$ cat src/rtl/zero_cross_freq_meter.sv
// Hysteretic zero-crossing frequency meter: averages PERIODS cycles and converts samples to Hz.
// Optional macro FREQ_IIR_EN smooths each new result as (3*freq + r) >> 2.
module zero_cross_freq_meter #(
    parameter int                 SAMPLE_RATE     = 48000,
    parameter int                 PERIODS         = 4,
    parameter logic signed [23:0] HYST            = 24'sh001000,
    parameter int                 TIMEOUT_SAMPLES = 4800
) (
    input  logic               clock,
    input  logic               resetn,
    input  logic               sample_valid,
    input  logic signed [23:0] sample,
    output logic [15:0]        freq,
    output logic               freq_valid,
    output logic               signal_lost,
    output logic               busy,
    output logic [1:0]         o_dbg_state
);

    localparam logic [1:0]         ST_UNARMED = 2'd0;
    localparam logic [1:0]         ST_LOW     = 2'd1;
    localparam logic [1:0]         ST_HIGH    = 2'd2;
    localparam int                 GAP_W      = $clog2(TIMEOUT_SAMPLES + 1);
    localparam logic [GAP_W-1:0]   GAP_MAX    = GAP_W'(TIMEOUT_SAMPLES);
    localparam logic [31:0]        NUM_BASE   = 32'(SAMPLE_RATE * PERIODS);
    localparam logic [3:0]         XING_LAST  = 4'(PERIODS);
    localparam logic signed [23:0] NEG_HYST   = -HYST;

    logic [1:0]       r_state;
    logic             r_open;
    logic [19:0]      r_cnt;
    logic [3:0]       r_xings;
    logic [GAP_W-1:0] r_gap;
    logic             r_busy;
    logic [5:0]       r_step;
    logic [19:0]      r_divisor;
    logic [31:0]      r_num;
    logic [19:0]      r_rem;
    logic             r_fin;
    logic [15:0]      r_freq;
    logic             r_freq_valid;
    logic             r_lost;

    logic        w_hi, w_lo, w_rise, w_close, w_start, w_timeout;
    logic [20:0] w_shift;
    logic        w_ge;
    logic [19:0] w_sub;
    logic [15:0] w_quot;
    logic [15:0] w_result;

    assign w_hi      = sample_valid && (sample >= HYST);
    assign w_lo      = sample_valid && (sample < NEG_HYST);
    assign w_rise    = (r_state == ST_LOW) && w_hi;
    assign w_timeout = (r_gap == GAP_MAX) && !r_busy;
    assign w_close   = w_rise && r_open && ((r_xings + 4'd1) == XING_LAST);
    assign w_start   = w_close && !r_busy && !w_timeout;

    // Detector: values inside [-HYST, +HYST) hold the current state.
    always_ff @(posedge clock or negedge resetn) begin
        if (!resetn) begin
            r_state <= ST_UNARMED;
        end else if (w_timeout) begin
            r_state <= ST_UNARMED;
        end else if (w_lo) begin
            r_state <= ST_LOW;
        end else if (w_rise) begin
            r_state <= ST_HIGH;
        end
    end

    // A closing crossing always reopens the window, whether or not the divider took it.
    always_ff @(posedge clock or negedge resetn) begin
        if (!resetn) begin
            r_open  <= 1'b0;
            r_cnt   <= '0;
            r_xings <= '0;
            r_gap   <= '0;
        end else if (w_timeout) begin
            r_open  <= 1'b0;
            r_cnt   <= '0;
            r_xings <= '0;
            r_gap   <= '0;
        end else if (sample_valid) begin
            if (w_rise) begin
                r_gap <= '0;
                if (!r_open || w_close) begin
                    r_open  <= 1'b1;
                    r_cnt   <= 20'd1;
                    r_xings <= '0;
                end else begin
                    r_cnt   <= r_cnt + 20'd1;
                    r_xings <= r_xings + 4'd1;
                end
            end else begin
                r_cnt <= r_cnt + 20'd1;
                if (r_gap != GAP_MAX) begin
                    r_gap <= r_gap + 1'b1;
                end
            end
        end
    end

    assign w_shift = {r_rem, r_num[31]};
    assign w_ge    = (w_shift >= {1'b0, r_divisor});
    assign w_sub   = 20'(w_shift - {1'b0, r_divisor});

    // Step 0 loads the rounded numerator; steps 1..32 each resolve one quotient bit.
    always_ff @(posedge clock or negedge resetn) begin
        if (!resetn) begin
            r_busy    <= 1'b0;
            r_step    <= '0;
            r_divisor <= '0;
            r_num     <= '0;
            r_rem     <= '0;
            r_fin     <= 1'b0;
        end else begin
            r_fin <= r_busy && (r_step == 6'd32);
            if (w_start) begin
                r_busy    <= 1'b1;
                r_step    <= '0;
                r_divisor <= r_cnt;
            end else if (r_busy) begin
                if (r_step == 6'd0) begin
                    r_num <= NUM_BASE + {13'd0, r_divisor[19:1]};
                    r_rem <= '0;
                end else begin
                    r_num <= {r_num[30:0], w_ge};
                    r_rem <= w_ge ? w_sub : w_shift[19:0];
                end
                r_step <= r_step + 6'd1;
                if (r_step == 6'd32) begin
                    r_busy <= 1'b0;
                end
            end
        end
    end

    assign w_quot = (r_num[31:16] != 16'd0) ? 16'hFFFF : r_num[15:0];

`ifdef FREQ_IIR_EN
    logic [17:0] w_acc;
    assign w_acc    = {2'b00, r_freq} + {1'b0, r_freq, 1'b0} + {2'b00, w_quot};
    assign w_result = r_lost ? w_quot : 16'(w_acc >> 2);
`else
    assign w_result = w_quot;
`endif

    always_ff @(posedge clock or negedge resetn) begin
        if (!resetn) begin
            r_freq       <= '0;
            r_freq_valid <= 1'b0;
            r_lost       <= 1'b1;
        end else if (w_timeout) begin
            r_freq       <= '0;
            r_freq_valid <= 1'b1;
            r_lost       <= 1'b1;
        end else if (r_fin) begin
            r_freq       <= w_result;
            r_freq_valid <= 1'b1;
            r_lost       <= 1'b0;
        end else begin
            r_freq_valid <= 1'b0;
        end
    end

    assign freq        = r_freq;
    assign freq_valid  = r_freq_valid;
    assign signal_lost = r_lost;
    assign busy        = r_busy;
    assign o_dbg_state = r_state;

endmodule

$ cat config.mk
export PLATFORM = sky130hd
export DESIGN_NAME = zero_cross_freq_meter
export DESIGN_NICKNAME = d
export VERILOG_FILES = /design/src/rtl/zero_cross_freq_meter.sv
export SDC_FILE = /design/constraint.sdc
export NUM_CORES = 1
export LEC_CHECK = 0
export ABC_AREA = 1
export CAP_MARGIN = 40
export CORE_MARGIN = 2
export CORE_UTILIZATION = 55
export CTS_CLUSTER_DIAMETER = 50
export DETAILED_ROUTE_END_ITERATION = 8
export HOLD_SLACK_MARGIN = 0.1
export PLACE_DENSITY = 0.77
export RECOVER_POWER = 50
export SLEW_MARGIN = 5
export SYNTH_ARGS = -nofsm -noshare
export SYNTH_HDL_FRONTEND = slang
export SYNTH_SLANG_ARGS = --single-unit
$ cat constraint.sdc
create_clock -name clock -period 1.9 [get_ports clock]
set_input_delay 0.57 -clock clock [delete_from_list [all_inputs] [get_ports clock]]
set_output_delay 0.57 -clock clock [all_outputs]
set_load 0.005 [all_outputs]
==> impl_metrics.tcl <==
set metrics [dict create \
    hold_viol_final 0 \
    yosys_warnings 0 \
    p_leak_nw 5.95 \
    cp.required_ps 2250 \
    setup_ws_ps -287 \
    netlist.area_leader.share_pct 40.6 \
    slew_headroom_pct 45.2 \
    numCtsBuffers 17 \
    status "finished with violations" \
    vias 9343 \
    slew_viol_final 0 \
    dieArea_mm2 0.0164 \
    max_freq_mhz 457 \
    drive_above_1_share_pct 29.1 \
    setup_viol 22 \
    seq_area_frac_synth_pct 40.9 \
    r2r-end "r_rem[9]$_DFFE_PN0P_" \
    grt_pass1_wl_um 41000 \
    num_antenna_cells 0 \
    setup_tns_ps -3670 \
    clk_pin_slew_ps 60 \
    async_flop_share_pct 100 \
    rrSetupSlack_ps -290 \
    cts_tree "done" \
    wl_per_cell_um 18.7 \
    post-dp-hpwl_um 15900 \
    rsz0062_at_grt "true" \
    area_growth_pct 40.1 \
    maxCapViolations 0 \
    final_area_mm2 0.0118 \
    worstSetupPathType "register to register" \
    critPathLaunch "r_divisor[10]$_DFFE_PN0P_" \
    grt_max_degree 43 \
    synthCells 1145 \
    grt_use_total_pct 31.5 \
    critical-path-slowest-cell "dfrtp_1" \
    first_global_vias 8398 \
    power_density_mw_per_mm2 643 \
    die_height_um 128 \
    syn_area_per_cell_um2 7.37 \
    crit_buf_inv 2 \
    synth_area_leaders "dfrtp_1 41%, nand2_1 17%, inv_1 6.1%, nand3_1 4.9%, ha_1 4.0%" \
    holdWs_ps 477 \
    synth_most_common_cell "nand2_1" \
    core_mm2 0.0151 \
    drt_iter0_drc 1062 \
    drc 0 \
    critPathMaxStageDelay_ps 400 \
    min_period_over_period_pct 115 \
    crit_path_end_kind "register" \
    crit_cells 14 \
    crit_fanout 7 \
    overflow 0 \
    failed_checks "negative setup slack" \
    synth_top_area_cell "dfrtp_1" \
    synth_commonest_cells "376 x nand2_1, 138 x inv_1, 137 x dfrtp_1" \
    grt_antenna_before_repair 0 \
    synth_seq_cells 138 \
    cts_buffer_depth 2 \
    ys_types 45 \
    crit_family "simple AND/OR/NAND/NOR gates" \
    place_area_mm2 0.0100 \
    clkSinkCount 138 \
    ant_nets 0 \
    ios 48 \
    die_width_um 128 \
    start_util_pct 56.0 \
    crit_arrival_ps 2540 \
    crit_path_frequent_cell "nand2_1" \
    crit_path_start_kind "register" \
    synthesis.area_mm2 0.00844 \
    vdd_drop_max_mv 0.854 \
    synthFlopType "dfrtp_1" \
    routed_wl_um 29100 \
    r2r-start "r_divisor[10]$_DFFE_PN0P_" \
    final_util_pct 78.4 \
    worst-slew-pin-transition_ps 822 \
    syn_nets 1200 \
    finClkSkew_ps 8.75 \
    cts_max_level 4 \
    synth-edff-count 0 \
    hold_path.class "register to register" \
    r2r_cells 14 \
    portBuffers 35 \
    nNetsFinal 1415 \
    num_rows 45 \
    via_per_inst 5.99 \
    first_pass_iters 8 \
    gp_congestion 0.952 \
    cts_root_buf "clkbuf_16" \
    post-place-ws_ps -347 \
    cp-endpoint "r_rem[9]$_DFFE_PN0P_" \
    finalCriticalPeriod_ps 2190 \
    worstSkewPairLatency_ps 430 \
    cp_cell_sequence "inv_2 -> ha_4 -> nand2_1 -> nand2_1 -> nand2_1 -> nand2_2 -> a21oi_4 -> nand2_2 -> nand2_4 -> nand2_8 -> buf_12 -> nand2_2 -> nand3_2 -> nand2_1" \
]
==> cell families (layout without fill, tap and decap cells) <==
| family | Yosys count | count (layout) | share of synthesized area [%] |
|---|---|---|---|
| AO/OA/AOI/OAI | 121 | 121 | 8.13 |
| XOR/XNOR | 32 | 32 | 3.32 |
| adder cells (fa/ha/maj) | 28 | 28 | 4.24 |
| buffers and inverters | 182 | 410 | 9.01 |
| flip-flops | 138 | 138 | 40.9 |
| AND/OR/NAND/NOR | 644 | 644 | 34.4 |
==> worst reg2reg max path: cells and delay by family (launching register included) <==
family | cells | cell delay [ps]
adders and majority gates | 1 | 230
AOI/OAI and AO/OA | 1 | 170
buffers and inverters | 2 | 270
DFF | 1 | 400
and+or+nand+nor | 10 | 1020
==> power by group <==
group          total, mW  internal (mW)  switching, mW
sequential          3.25           3.08          0.169
combinational      0.817          0.353          0.464
clock               3.54           2.13           1.41
total               7.61           5.57           2.04
==> worst min path at each step <==
| stage | start | end | slack [ps] | depth (start not counted) |
|---|---|---|---|---|
| floorplan | resetn | busy$_DFF_PN0_ | 270 | 0 |
| global placement | r_divisor[5]$_DFFE_PN0P_ | r_divisor[5]$_DFFE_PN0P_ | 460 | 2 |
| detailed placement | r_divisor[19]$_DFFE_PN0P_ | r_divisor[19]$_DFFE_PN0P_ | 460 | 2 |
| CTS | r_divisor[19]$_DFFE_PN0P_ | r_divisor[19]$_DFFE_PN0P_ | 480 | 2 |
| global route | r_divisor[19]$_DFFE_PN0P_ | r_divisor[19]$_DFFE_PN0P_ | 500 | 2 |
| finish | r_divisor[19]$_DFFE_PN0P_ | r_divisor[19]$_DFFE_PN0P_ | 480 | 2 |
==> metrics by stage <==
stage,total power [mW],std cells
floorplan,3.71,1145
global placement,4.02,1481
detailed placement,4.05,1482
CTS,7.53,1534
global route,7.87,1561
finish,7.61,1561
==> layout by cell type, fill, tap and decap left out, drive strengths merged, types with 21 or more instances in the layout <==
cell | synthesis | routed
a21oi | 41 | 41
buf | 21 | 191
clkbuf | 15 | 23
clkdlybuf4s50 | 0 | 30
dfrtp | 137 | 137
ha | 27 | 27
inv | 146 | 152
nand2 | 383 | 383
nand3 | 84 | 84
nand3b | 25 | 25
nand4 | 41 | 41
nor2 | 77 | 77
o21ai | 44 | 44
xor2 | 21 | 21
==> per-layer routing <==
layer | track usage, % | up-vias | part of all wire [%]
li1 | - | 4146 | -
met1 | 40.1 | 4427 | 38
met2 | 53.1 | 588 | 47
met3 | 5.30 | 182 | 8.3
met4 | 13.5 | 0 | 6.0
met5 | 0 | - | 0
==> area by class of cell <==
type	count	area [um^2]
clock buffer	18	439
clock inverter	14	184
fill	894	3260
inverter	146	566
multi-input combinational	825	4950
sequential	138	3460
tap	188	235
timing repair buffer	231	1980
timing repair inverter	1	8.76
==> sequential cells by signal (all words and copies together) (netlist names) <==
| name | flops |
|---|---|
| freq | 16 |
| r_num | 32 |
| signal_lost | 1 |
| r_step | 6 |
| r_divisor | 20 |
| r_open | 1 |
| r_rem | 20 |
| r_gap | 13 |
| busy | 1 |
| freq_valid | 1 |
| r_xings | 4 |
| r_cnt | 20 |
| r_fin | 1 |
| o_dbg_state | 2 |
==> repair_timing <==
action,4_1_cts,5_1_grt
endpoints found under the hold margin,28,0
hold buffers,1,0
pin swaps,29,59
gates resized for setup,92,103
endpoints found under the setup margin,24,89
setup buffers,19,24
gates cloned,0,3
Power figures use the tool's default switching activity.
